**src/rtl/lfsr_rand_sched.sv**
```systemverilog
// Round-robin scheduler handing out words from a 32-bit Galois LFSR, with seeding and warm-up.
// Build option: define LFSR_FREE_RUN_EN to step the LFSR every SERVE cycle instead of only on grants.
module lfsr_rand_sched #(
    parameter int          NUM_REQ = 4,
    parameter logic [31:0] SEED    = 32'h0000_0001,
    parameter logic [31:0] POLY    = 32'h8020_0003,
    parameter int          WARMUP  = 8
) (
    input  logic               clk,
    input  logic               reset,
    input  logic               seed_load,
    input  logic [31:0]        seed_val,
    input  logic [NUM_REQ-1:0] req,
    output logic [NUM_REQ-1:0] gnt,
    output logic [31:0]        rnd_data,
    output logic               ready,
    output logic               seed_zero
);
    // state | meaning
    // WARM  | discarding WARMUP LFSR steps after reset or seed load, no grants
    // SERVE | arbitrating requests, one word per grant
    typedef enum logic {WARM, SERVE} state_t;

    localparam int         PTR_W      = (NUM_REQ > 1) ? $clog2(NUM_REQ) : 1;
    localparam logic [7:0] WARM_INIT  = 8'(WARMUP);
    localparam state_t     INIT_STATE = (WARMUP == 0) ? SERVE : WARM;

    state_t             state;
    logic [31:0]        lfsr;
    logic [7:0]         warm_cnt;
    logic [PTR_W-1:0]   rr_ptr;

    logic [NUM_REQ-1:0] rot;
    logic               any_req;
    int                 off;
    logic [PTR_W:0]     sum;
    logic [PTR_W-1:0]   sel;
    logic [PTR_W-1:0]   nxt_ptr;

    function automatic logic [31:0] lfsr_step(input logic [31:0] v);
        return {1'b0, v[31:1]} ^ (v[0] ? POLY : 32'h0);
    endfunction

    // Rotate requests so bit 0 is the requester at rr_ptr, then take the lowest set bit.
    always_comb begin
        rot     = NUM_REQ'({req, req} >> rr_ptr);
        any_req = 1'b0;
        off     = 0;
        for (int k = NUM_REQ - 1; k >= 0; k--) begin
            if (rot[k]) begin
                any_req = 1'b1;
                off     = k;
            end
        end
        sum = {1'b0, rr_ptr} + (PTR_W+1)'(off);
        if (sum >= (PTR_W+1)'(NUM_REQ))
            sum = sum - (PTR_W+1)'(NUM_REQ);
        sel     = sum[PTR_W-1:0];
        nxt_ptr = (sel == PTR_W'(NUM_REQ - 1)) ? '0 : sel + 1'b1;
    end

    always_ff @(posedge clk or posedge reset) begin
        if (reset) begin
            lfsr      <= SEED;
            state     <= INIT_STATE;
            warm_cnt  <= WARM_INIT;
            rr_ptr    <= '0;
            gnt       <= '0;
            rnd_data  <= '0;
            ready     <= 1'b0;
            seed_zero <= 1'b0;
        end else begin
            gnt       <= '0;
            seed_zero <= 1'b0;
            if (seed_load) begin
                lfsr      <= (seed_val == 32'h0) ? SEED : seed_val;
                seed_zero <= (seed_val == 32'h0);
                warm_cnt  <= WARM_INIT;
                state     <= INIT_STATE;
                ready     <= (WARMUP == 0);
            end else begin
                case (state)
                    WARM: begin
                        lfsr     <= lfsr_step(lfsr);
                        warm_cnt <= warm_cnt - 8'd1;
                        ready    <= 1'b0;
                        if (warm_cnt <= 8'd1) begin
                            state <= SERVE;
                            ready <= 1'b1;
                        end
                    end
                    SERVE: begin
                        ready <= 1'b1;
                        if (any_req) begin
                            gnt      <= NUM_REQ'(1) << sel;
                            rnd_data <= lfsr;
                            rr_ptr   <= nxt_ptr;
                        end
`ifdef LFSR_FREE_RUN_EN
                        lfsr <= lfsr_step(lfsr);
`else
                        if (any_req)
                            lfsr <= lfsr_step(lfsr);
`endif
                    end
                    default: state <= WARM;
                endcase
            end
        end
    end
endmodule

```
**config.mk**
```make
export PLATFORM = sky130hd
export DESIGN_NAME = lfsr_rand_sched
export DESIGN_NICKNAME = d
export VERILOG_FILES = /design/src/rtl/lfsr_rand_sched.sv
export SDC_FILE = /design/constraint.sdc
export NUM_CORES = 1
export LEC_CHECK = 0
export CAP_MARGIN = 5
export CORE_ASPECT_RATIO = 2
export CORE_UTILIZATION = 40
export CTS_BUF_LIST = sky130_fd_sc_hd__clkbuf_4 sky130_fd_sc_hd__clkbuf_8 sky130_fd_sc_hd__clkbuf_16
export DETAILED_ROUTE_END_ITERATION = 8
export GPL_ROUTABILITY_DRIVEN = 0
export PLACE_DENSITY = 0.7
export RECOVER_POWER = 100
export SETUP_SLACK_MARGIN = 0.15
export SKIP_LAST_GASP = 1
export SLEW_MARGIN = 30
export SYNTH_ARGS = -nofsm -noshare
export SYNTH_HDL_FRONTEND = slang
export SYNTH_SLANG_ARGS = --single-unit
export TNS_END_PERCENT = 20
```
**constraint.sdc**
```tcl
create_clock -name clk -period 3.7 [get_ports clk]
set_input_delay 0.74 -clock clk [delete_from_list [all_inputs] [get_ports clk]]
set_output_delay 0.74 -clock clk [all_outputs]
set_load 0.1 [all_outputs]
```
==> flow_metrics.tcl, run 1 <==
set metrics [dict create \
    h-tree-depth 3 \
    fin_nets 434 \
    hold_buffers 0 \
    clk_path_buf_depth 2 \
    drt_wl_total_mm 7.837 \
    finalSetupTns_ns 0 \
    status "complete, but fails checks" \
    vias_per_cell 5.229 \
    ctsResizeCount 0 \
    required_ns 3.87 \
    peakVddDrop_v 0.0005988 \
    first_pass_iters 4 \
    total_leakage_power_uw 0.002145 \
    grt_max_degree 61 \
    yosys_warnings 0 \
    fin_skew_ns 0.005177 \
    drtIter0Drc 119 \
    power_density_nw_per_um2 935.1 \
    ant_nets 0 \
    diodes 0 \
    slowest_stage "clkbuf_1" \
    max_freq_mhz 336.5 \
    met2_usage_pct 31.88 \
    crit_type "in2async" \
    numPortBuffers 76 \
    synth_edf_count 0 \
    core_um2 8951 \
    fin_ws_ns 0.7279 \
    yosysMostFrequentCell "dfrtp_1" \
    clock_sinks 80 \
    fillers 786 \
    setup_viol 0 \
    synthDominantCellAreaShare_pct 53.32 \
    slew_violations 29 \
    report.final.hold_viol_count 0 \
    post-route-period-util_pct 80.33 \
    register_area_um2 2004 \
    drc 0 \
    start_kind "primary input" \
    dp.cells 482 \
    die_w_um 69.65 \
    post-place-ws_ns 0.4945 \
    cts_buffers 9 \
    cts_tree "built" \
    synthArstFlopShare_pct 100.0 \
    grt_pass1_wl_mm 12.75 \
    violations "max-capacitance violations, max-slew violations" \
    max_stage_delay_ns 1.17 \
    start_util_pct 40.90 \
    maxCapViolCount 1 \
    gr-usage-met1_pct 18.65 \
    end_kind "asynchronous set/reset pin" \
    period_minus_slack_ns 2.972 \
    yosysSeqAreaShare_pct 54.75 \
    dp_hpwl_mm 5.670 \
    synth_area_um2 3661 \
    synth_top_cell_by_area "dfrtp_1" \
    dieArea_um2 9563 \
    worstHoldPathType "reg2reg" \
    synth_area_leaders "dfrtp_1 53%, mux2_2 10%, mux2i_1 8.7%" \
    path_clk_slew_ns 0.05 \
    die_h_um 137.3 \
    cp_max_fo 28 \
    rsz0062_at_grt "no" \
    num_rows 49 \
    synth_top_flop_cell "dfrtp_1" \
    clk_latency_ns 0.33 \
    path_cells "dlygate4sd3_1 -> clkinvlp_2 -> clkbuf_1" \
    ys_seq_elements 80 \
    area_delta_synth_final_pct 30.79 \
    wl_per_cell_um 15.74 \
    syn_inst 314 \
    grt_overflow 0 \
    grt_pass1_vias 2681 \
    antenna_found_initial 0 \
    post_cts_buffers 0 \
    vias 2604 \
    cp.arrival_ns 3.14 \
    synth_area_per_cell_um2 11.66 \
    clock-root-buffer "clkbuf_16" \
    synth_common_cells "78 x dfrtp_1, 45 x nor2_1, 35 x a21oi_1, 34 x mux2_2, 32 x mux2i_1" \
    synth_fp_nets 357 \
    busiest_layer "met2" \
    maxSlewHeadroom_pct -1.449 \
    track_usage_pct 17.38 \
    synth.distinct_cells 38 \
    final_layout_size_suffix_gt1_share_pct 15.40 \
    multi_input_area_um2 1544 \
    use_met3_pct 2.414 \
    worst_pin_slew_ns 1.522 \
    fin_cells 498 \
    ios 77 \
]
## final timing paths
| kind | cells after the start | start | slack, ns | end |
|---|---|---|---|---|
| max | 3 | reset | 0.73 | lfsr[29]$_DFFE_PP0P_ |
| min reg2reg | 1 | rnd_data[30]$_DFFE_PP0P_ | 0.50 | rnd_data[30]$_DFFE_PP0P_ |
| max reg2reg | 9 | rr_ptr[1]$_DFFE_PP0P_ | 1.46 | rr_ptr[1]$_DFFE_PP0P_ |
| min in group asynchronous | 2 | reset | 1.07 | lfsr[8]$_DFFE_PP0P_ |
| max in group clk | 5 | req[2] | 0.75 | rr_ptr[0]$_DFFE_PP0P_ |
| min | 1 | rnd_data[30]$_DFFE_PP0P_ | 0.50 | rnd_data[30]$_DFFE_PP0P_ |
## per-stage QoR
stage | hold WS [ns] | total power (uW) | area [um^2] | util [%]
after floorplan | 0.4868 | 3139 | 3661 | -
after CTS | 0.5122 | 4595 | 4815 | 53.79
after global placement | 0.4755 | 3657 | 4512 | 50.41
final | 0.5014 | 4478 | 4788 | 53.49
after detailed placement | 0.4939 | 3705 | 4512 | 50.41
after global routing | 0.5159 | 4666 | 4788 | 53.49
## critical path, delay by kind of cell
| kind | cells | cell delay (ns) |
|---|---|---|
| buffers and inverters | 3 | 2.38 |
## flip-flops by register name (all words and copies together), names as in the netlist
| register | cells |
|---|---|
| rnd_data | 32 |
| gnt | 4 |
| ready | 1 |
| seed_zero | 1 |
| warm_cnt | 8 |
| lfsr | 32 |
| rr_ptr | 2 |
## layer usage
metal,up-vias,wire length (um),share of wire [%]
met5,-,0,0
met4,0,291,3.7
met3,17,236,3.0
met2,65,4321,55
met1,1264,2987,38
li1,1258,-,-
## cell type report
class,instances,area share [%]
multi-input cells,213,32.24
inverters,5,0.4181
clock buffers,16,6.323
repair buffers,82,16.49
flip-flops and latches,80,41.86
well taps,102,2.665
## where the power goes
group | leakage [uW] | total [uW] | switching (uW) | internal, uW
clock network | 0.000153 | 872 | 321 | 551
logic | 0.00102 | 2280 | 1690 | 594
registers | 0.000977 | 1330 | 185 | 1140
## placed cells by master, fill, tap and decap left out, drive strengths merged
| cell | synthesis | layout |
|---|---|---|
| clkdlybuf4s50 | 0 | 34 |
| nand3b | 3 | 3 |
| a21oi | 35 | 35 |
| nand2 | 7 | 7 |
| mux2 | 36 | 36 |
| ha | 4 | 4 |
| nand4 | 2 | 2 |
| xor2 | 5 | 5 |
| nand2b | 4 | 4 |
| mux2i | 32 | 32 |
| nor4 | 12 | 12 |
| o2bb2ai | 1 | 1 |
| o21ai | 4 | 4 |
| o21a | 1 | 1 |
| buf | 12 | 3 |
| and2 | 2 | 2 |
| a22oi | 1 | 1 |
| clkbuf | 4 | 20 |
| or3 | 1 | 1 |
| nor3 | 1 | 1 |
| nor2b | 3 | 3 |
| dlygate4sd3 | 0 | 41 |
| dfrtp | 78 | 78 |
| nor2 | 45 | 45 |
| o22a | 1 | 1 |
| dfstp | 2 | 2 |
| nand3 | 2 | 2 |
| inv | 5 | 4 |
| a21boi | 1 | 1 |
| nor3b | 1 | 1 |
| or3b | 1 | 1 |
| o32ai | 2 | 2 |
| clkinvlp | 0 | 1 |
| xnor2 | 5 | 5 |
| o211ai | 1 | 1 |
## cells by family after synthesis
group | Yosys count | share of synthesized area [%]
AO/OA/AOI/OAI | 47 | 7.109
XOR/XNOR | 10 | 2.392
adder cells (fa/ha/maj) | 4 | 1.367
buffers and inverters | 21 | 2.837
flip-flops | 80 | 54.75
multiplexers | 68 | 19.82
AND/OR/NAND/NOR | 84 | 11.72
Note: power is estimated with default switching activity, not from simulation.
==> inputs of run 2 (changes only) <==
--- a/config.mk
+++ b/config.mk
@@ -11,7 +11,7 @@
 export CTS_BUF_LIST = sky130_fd_sc_hd__clkbuf_4 sky130_fd_sc_hd__clkbuf_8 sky130_fd_sc_hd__clkbuf_16
 export DETAILED_ROUTE_END_ITERATION = 8
 export GPL_ROUTABILITY_DRIVEN = 0
-export PLACE_DENSITY = 0.7
+export PLACE_DENSITY = 0.73
 export RECOVER_POWER = 100
 export SETUP_SLACK_MARGIN = 0.15
 export SKIP_LAST_GASP = 1
==> constraint.sdc (replaced) <==
create_clock -name clk -period 2.4 [get_ports clk]
set_input_delay 0.48 -clock clk [delete_from_list [all_inputs] [get_ports clk]]
set_output_delay 0.48 -clock clk [all_outputs]
set_load 0.1 [all_outputs]
==> flow_metrics.tcl, run 2 (synthesis results as in run 1) <==
set metrics [dict create \
    core_um2 8951 \
    gr-usage-met1_pct 18.96 \
    slowest_stage "clkbuf_2" \
    clk_latency_ns 0.33 \
    hold_buffers 0 \
    grt_pass1_vias 2786 \
    use_met3_pct 4.316 \
    worstHoldPathType "reg2reg" \
    power_density_nw_per_um2 1474 \
    placed_cell_area_um2 4554 \
    maxSlewHeadroom_pct 18.72 \
    drt_wl_total_mm 8.354 \
    holdPathStages 1 \
    start_util_pct 40.90 \
    timing.rr.start "rr_ptr[1]$_DFFE_PP0P_" \
    max_stage_delay_ns 0.61 \
    reg_top3 "lfsr x32, rnd_data x32, warm_cnt x8" \
    drc 0 \
    cp.arrival_ns 2.42 \
    cp_max_fo 23 \
    antenna_found_initial 0 \
    rsz0062_at_grt "no" \
    finalSetupTns_ns 0 \
    h-tree-depth 3 \
    met2_usage_pct 35.60 \
    cts_buffers 9 \
    die_h_um 137.3 \
    slew_violations 0 \
    final_common_cell "dfrtp_1" \
    status "finished, final reports clean" \
    num_rows 49 \
    ios 77 \
    period_minus_slack_ns 2.211 \
    vias 2677 \
    clock_sinks 80 \
    setup_viol 0 \
    final_core_util_pct 52.15 \
    post-place-ws_ns -0.3831 \
    first_pass_iters 6 \
    maxCapViolCount 0 \
    grt_max_degree 37 \
    min_from "rnd_data[6]$_DFFE_PP0P_" \
    track_usage_pct 18.62 \
    total_power_uw 6883 \
    diodes 0 \
    worst_pin_slew_ns 1.224 \
    cts_tree "built" \
    drtIter0Drc 107 \
    dieArea_um2 9563 \
    clock-root-buffer "clkbuf_16" \
    grt_pass1_wl_mm 13.57 \
    area_delta_synth_final_pct 27.51 \
    busiest_layer "met2" \
    vias_per_cell 5.239 \
    r2r_cells 9 \
    end_kind "flip-flop" \
    min_to "rnd_data[6]$_DFFE_PP0P_" \
    fin_nets 447 \
    fin_skew_ns 0.006189 \
    start_kind "primary input" \
    reg2reg_slack_ns 0.27 \
    path_clk_slew_ns 0.06 \
    ant_nets 0 \
    design_area_um2 4668 \
    crit_type "in2reg" \
    post_cts_buffers 0 \
    layout_common_cells "77 x dfrtp_1, 45 x nor2_1, 40 x clkbuf_1" \
    report.final.hold_viol_count 0 \
    fin_ws_ns 0.1890 \
    total_leakage_power_uw 0.002069 \
    timing.rr.end "rr_ptr[1]$_DFFE_PP0P_" \
    clk_path_buf_depth 2 \
    die_w_um 69.65 \
    grt_overflow 0 \
    numPortBuffers 76 \
    required_ns 2.61 \
    max_freq_mhz 452.3 \
    post-route-period-util_pct 92.12 \
    fillers 832 \
    path_cells "dlygate4sd2_1 -> clkbuf_1 -> nor4_4 -> nor3b_1 -> clkbuf_2 -> mux2_2" \
    dp_hpwl_mm 6.186 \
    wl_per_cell_um 16.35 \
    peakVddDrop_v 0.0008044 \
    final_layout_size_suffix_gt1_share_pct 17.85 \
]
-- run 2: through the flow --
step                      instances  hold slack [ns]
after floorplan                 314           0.4868
after CTS                       511           0.5061
after global placement          495           0.4693
after detailed placement        495           0.4904
final                           511           0.4985
after global routing            511           0.5193
-- run 2: critical path: cells and delay by family --
| family | cells | cell delay, ns |
|---|---|---|
| buffers and inverters | 3 | 1.10 |
| muxes | 1 | 0.41 |
| and+or+nand+nor | 2 | 0.41 |
-- run 2: power breakdown --
part           internal, uW  switching [uW]  leakage [uW]  total, uW
Clock                   989             502      0.000167       1490
Sequential             1760             294      0.000975       2050
Combinational           715            2620      0.000927       3340
Total                  3460            3420       0.00207       6880
-- run 2: per-layer routing --
layer / vias to the layer above / share of wire [%]
li1: 1286 / -
met1: 1315 / 37
met2: 59 / 57
met3: 17 / 2.8
met4: 0 / 2.8
met5: - / 0
-- run 2: area by class of cell --
type                            instances  area, um^2  share of cell area (%)
Tap cell                              102       127.6                   2.734
Multi-Input combinational cell        213        1538                   32.94
Clock buffer                           13       267.8                   5.736
Timing Repair Buffer                   95       644.4                   13.80
Inverter                                5       20.02                  0.4288
Sequential cell                        80        2006                   42.96
Clock inverter                          3       65.06                   1.394
-- run 2: how the worst max path moves through the flow --
stage | to | depth (start not counted) | slack [ns] | from
3_3_place_gp | rr_ptr[1]$_DFFE_PP0P_ | 10 | -0.26 | req[3]
6_report | rnd_data[13]$_DFFE_PP0P_ | 6 | 0.19 | req[1]
5_1_grt | rnd_data[13]$_DFFE_PP0P_ | 6 | 0.09 | req[1]
2_1_floorplan | rnd_data[4]$_DFFE_PP0P_ | 5 | 0.21 | ready$_DFF_PP0_
4_1_cts | rr_ptr[1]$_DFFE_PP0P_ | 9 | 0.23 | rr_ptr[1]$_DFFE_PP0P_
3_5_place_dp | rr_ptr[1]$_DFFE_PP0P_ | 10 | -0.38 | req[3]
-- run 2: what timing repair did --
item	in CTS	in global routing
endpoints found under the setup margin	2	2
gates resized for setup	7	1
pin swaps	3	0
==> inputs of run 3 (changes only) <==
--- a/config.mk
+++ b/config.mk
@@ -6,12 +6,12 @@
 export NUM_CORES = 1
 export LEC_CHECK = 0
 export CAP_MARGIN = 5
+export CELL_PAD_IN_SITES_DETAIL_PLACEMENT = 2
+export CELL_PAD_IN_SITES_GLOBAL_PLACEMENT = 2
 export CORE_ASPECT_RATIO = 2
-export CORE_UTILIZATION = 40
-export CTS_BUF_LIST = sky130_fd_sc_hd__clkbuf_4 sky130_fd_sc_hd__clkbuf_8 sky130_fd_sc_hd__clkbuf_16
+export CORE_UTILIZATION = 30
 export DETAILED_ROUTE_END_ITERATION = 8
-export GPL_ROUTABILITY_DRIVEN = 0
-export PLACE_DENSITY = 0.73
+export PLACE_DENSITY = 0.81
 export RECOVER_POWER = 100
 export SETUP_SLACK_MARGIN = 0.15
 export SKIP_LAST_GASP = 1
==> flow_metrics.tcl, run 3 (synthesis results as in run 1) <==
set metrics [dict create \
    status "finished, final reports clean" \
    clk_path_buf_depth 2 \
    antenna_found_initial 0 \
    max_freq_mhz 457.0 \
    total_leakage_power_uw 0.002086 \
    maxSlewHeadroom_pct 20.61 \
    vias 2771 \
    final_layout_size_suffix_gt1_share_pct 18.93 \
    multi_input_area_um2 1560 \
    final_core_util_pct 40.44 \
    vias_per_cell 4.975 \
    end_kind "flip-flop" \
    cts_buffers 9 \
    layout_common_cells "78 x dfrtp_1, 45 x nor2_1, 44 x clkbuf_1" \
    maxCapViolCount 0 \
    hold_buffers 0 \
    path_clk_slew_ns 0.06 \
    peakVddDrop_v 0.001050 \
    dp.cells 540 \
    ios 77 \
    h-tree-depth 3 \
    fin_skew_ns 0.006750 \
    clk_latency_ns 0.34 \
    setup_viol 0 \
    clock_sinks 80 \
    cp.arrival_ns 2.41 \
    track_usage_pct 17.62 \
    wl_per_cell_um 18.53 \
    numPortBuffers 76 \
    power_density_nw_per_um2 1474 \
    period_minus_slack_ns 2.188 \
    drc 0 \
    start_kind "flip-flop" \
    grt_max_degree 31 \
    drtIter0Drc 130 \
    area_delta_synth_final_pct 30.04 \
    path_cells "nor2b_2 -> nand2_1 -> o211ai_1 -> o21a_1 -> ha_2 -> xor2_2 -> xnor2_1 -> ha_1 -> mux2_2" \
    slew_violations 0 \
    fin_cells 557 \
    reg_top3 "lfsr x32, rnd_data x32, warm_cnt x8" \
    slowest_stage "dfrtp_1" \
    drt_wl_total_mm 10.32 \
    worstHoldPathType "reg2reg" \
    max_stage_delay_ns 0.49 \
    cts_tree "built" \
    clock-root-buffer "clkbuf_16" \
    diodes 0 \
    grt_pass1_vias 3247 \
    grt_pass1_wl_mm 16.48 \
    num_rows 56 \
    die_w_um 80.12 \
    fillers 1248 \
    crit_type "reg2reg" \
    final_common_cell "dfrtp_1" \
    core_um2 11770 \
    crit_family "flip-flops" \
    place_congestion 0.7827 \
    start_util_pct 31.10 \
    dp_hpwl_mm 7.754 \
    grt_overflow 0 \
    total_power_uw 7016 \
    worst_pin_slew_ns 1.196 \
    post-route-period-util_pct 91.18 \
    dieArea_um2 12680 \
    rsz0062_at_grt "no" \
    first_pass_iters 4 \
    fin_nets 450 \
    die_h_um 158.2 \
    ant_nets 0 \
    report.final.hold_viol_count 0 \
    critPathBufInv 0 \
    register_area_um2 2004 \
    required_ns 2.62 \
    cp_max_fo 7 \
]
==> run 3: area by class of cell <==
type	count	share of cell area [%]
clock buffers	14	5.756
clock inverters	2	1.261
inverters	5	0.4205
multi-input cells	213	32.77
flip-flops and latches	80	42.10
well taps	145	3.811
repair buffers	98	13.88
==> run 3: per-layer routing <==
| metal | GRT usage, % | routed length [um] | vias to the layer above |
|---|---|---|---|
| li1 | - | - | 1284 |
| met1 | 17.34 | 3654 | 1421 |
| met2 | 35.16 | 6210 | 51 |
| met3 | 2.767 | 248 | 15 |
| met4 | 6.973 | 206 | 0 |
| met5 | 0 | 0 | - |
==> run 3: repair_timing <==
| item | 4_1_cts | 5_1_grt |
|---|---|---|
| setup buffers | 1 | 0 |
| gates resized for setup | 8 | 5 |
| setup endpoints to repair | 2 | 2 |
| pin swaps | 3 | 0 |
==> run 3: metrics by stage <==
stage | hold slack [ns] | cell area, um^2 | setup slack [ns] | TNS [ns]
after floorplan | 0.4868 | 3665 | 0.2057 | 0
after global placement | 0.4768 | 4636 | -0.2741 | -0.5872
after detailed placement | 0.4842 | 4636 | -0.4020 | -1.415
after CTS | 0.4984 | 4994 | 0.1851 | 0
after global routing | 0.5110 | 4761 | 0.05162 | 0
final | 0.4914 | 4761 | 0.2116 | 0
==> run 3: power by group <==
part	internal, uW	switching, uW	leakage [uW]
logic	758	2650	0.000946
clock network	998	532	0.000163
registers	1760	314	0.000977
==> run 3: worst paths after layout <==
path                                          from                        to  slack (ns)  depth (start not counted)
max                          rr_ptr[1]$_DFFE_PP0P_     rr_ptr[1]$_DFFE_PP0P_        0.21                          9
min                        rnd_data[6]$_DFFE_PP0P_   rnd_data[6]$_DFFE_PP0P_        0.49                          1
max reg2reg                  rr_ptr[1]$_DFFE_PP0P_     rr_ptr[1]$_DFFE_PP0P_        0.21                          9
min reg2reg                rnd_data[6]$_DFFE_PP0P_   rnd_data[6]$_DFFE_PP0P_        0.49                          1
max in group asynchronous                    reset  rnd_data[12]$_DFFE_PP0P_        0.63                          3
min in group asynchronous                    reset       lfsr[4]$_DFFE_PP0P_        0.65                          2
==> run 3: worst register-to-register path: stages, from the launching register on <==
cell and delay, ns:
dfrtp_1 0.49, nor2b_2 0.23, nand2_1 0.07, o211ai_1 0.10, o21a_1 0.16, ha_2 0.20
xor2_2 0.18, xnor2_1 0.14, ha_1 0.25, mux2_2 0.26
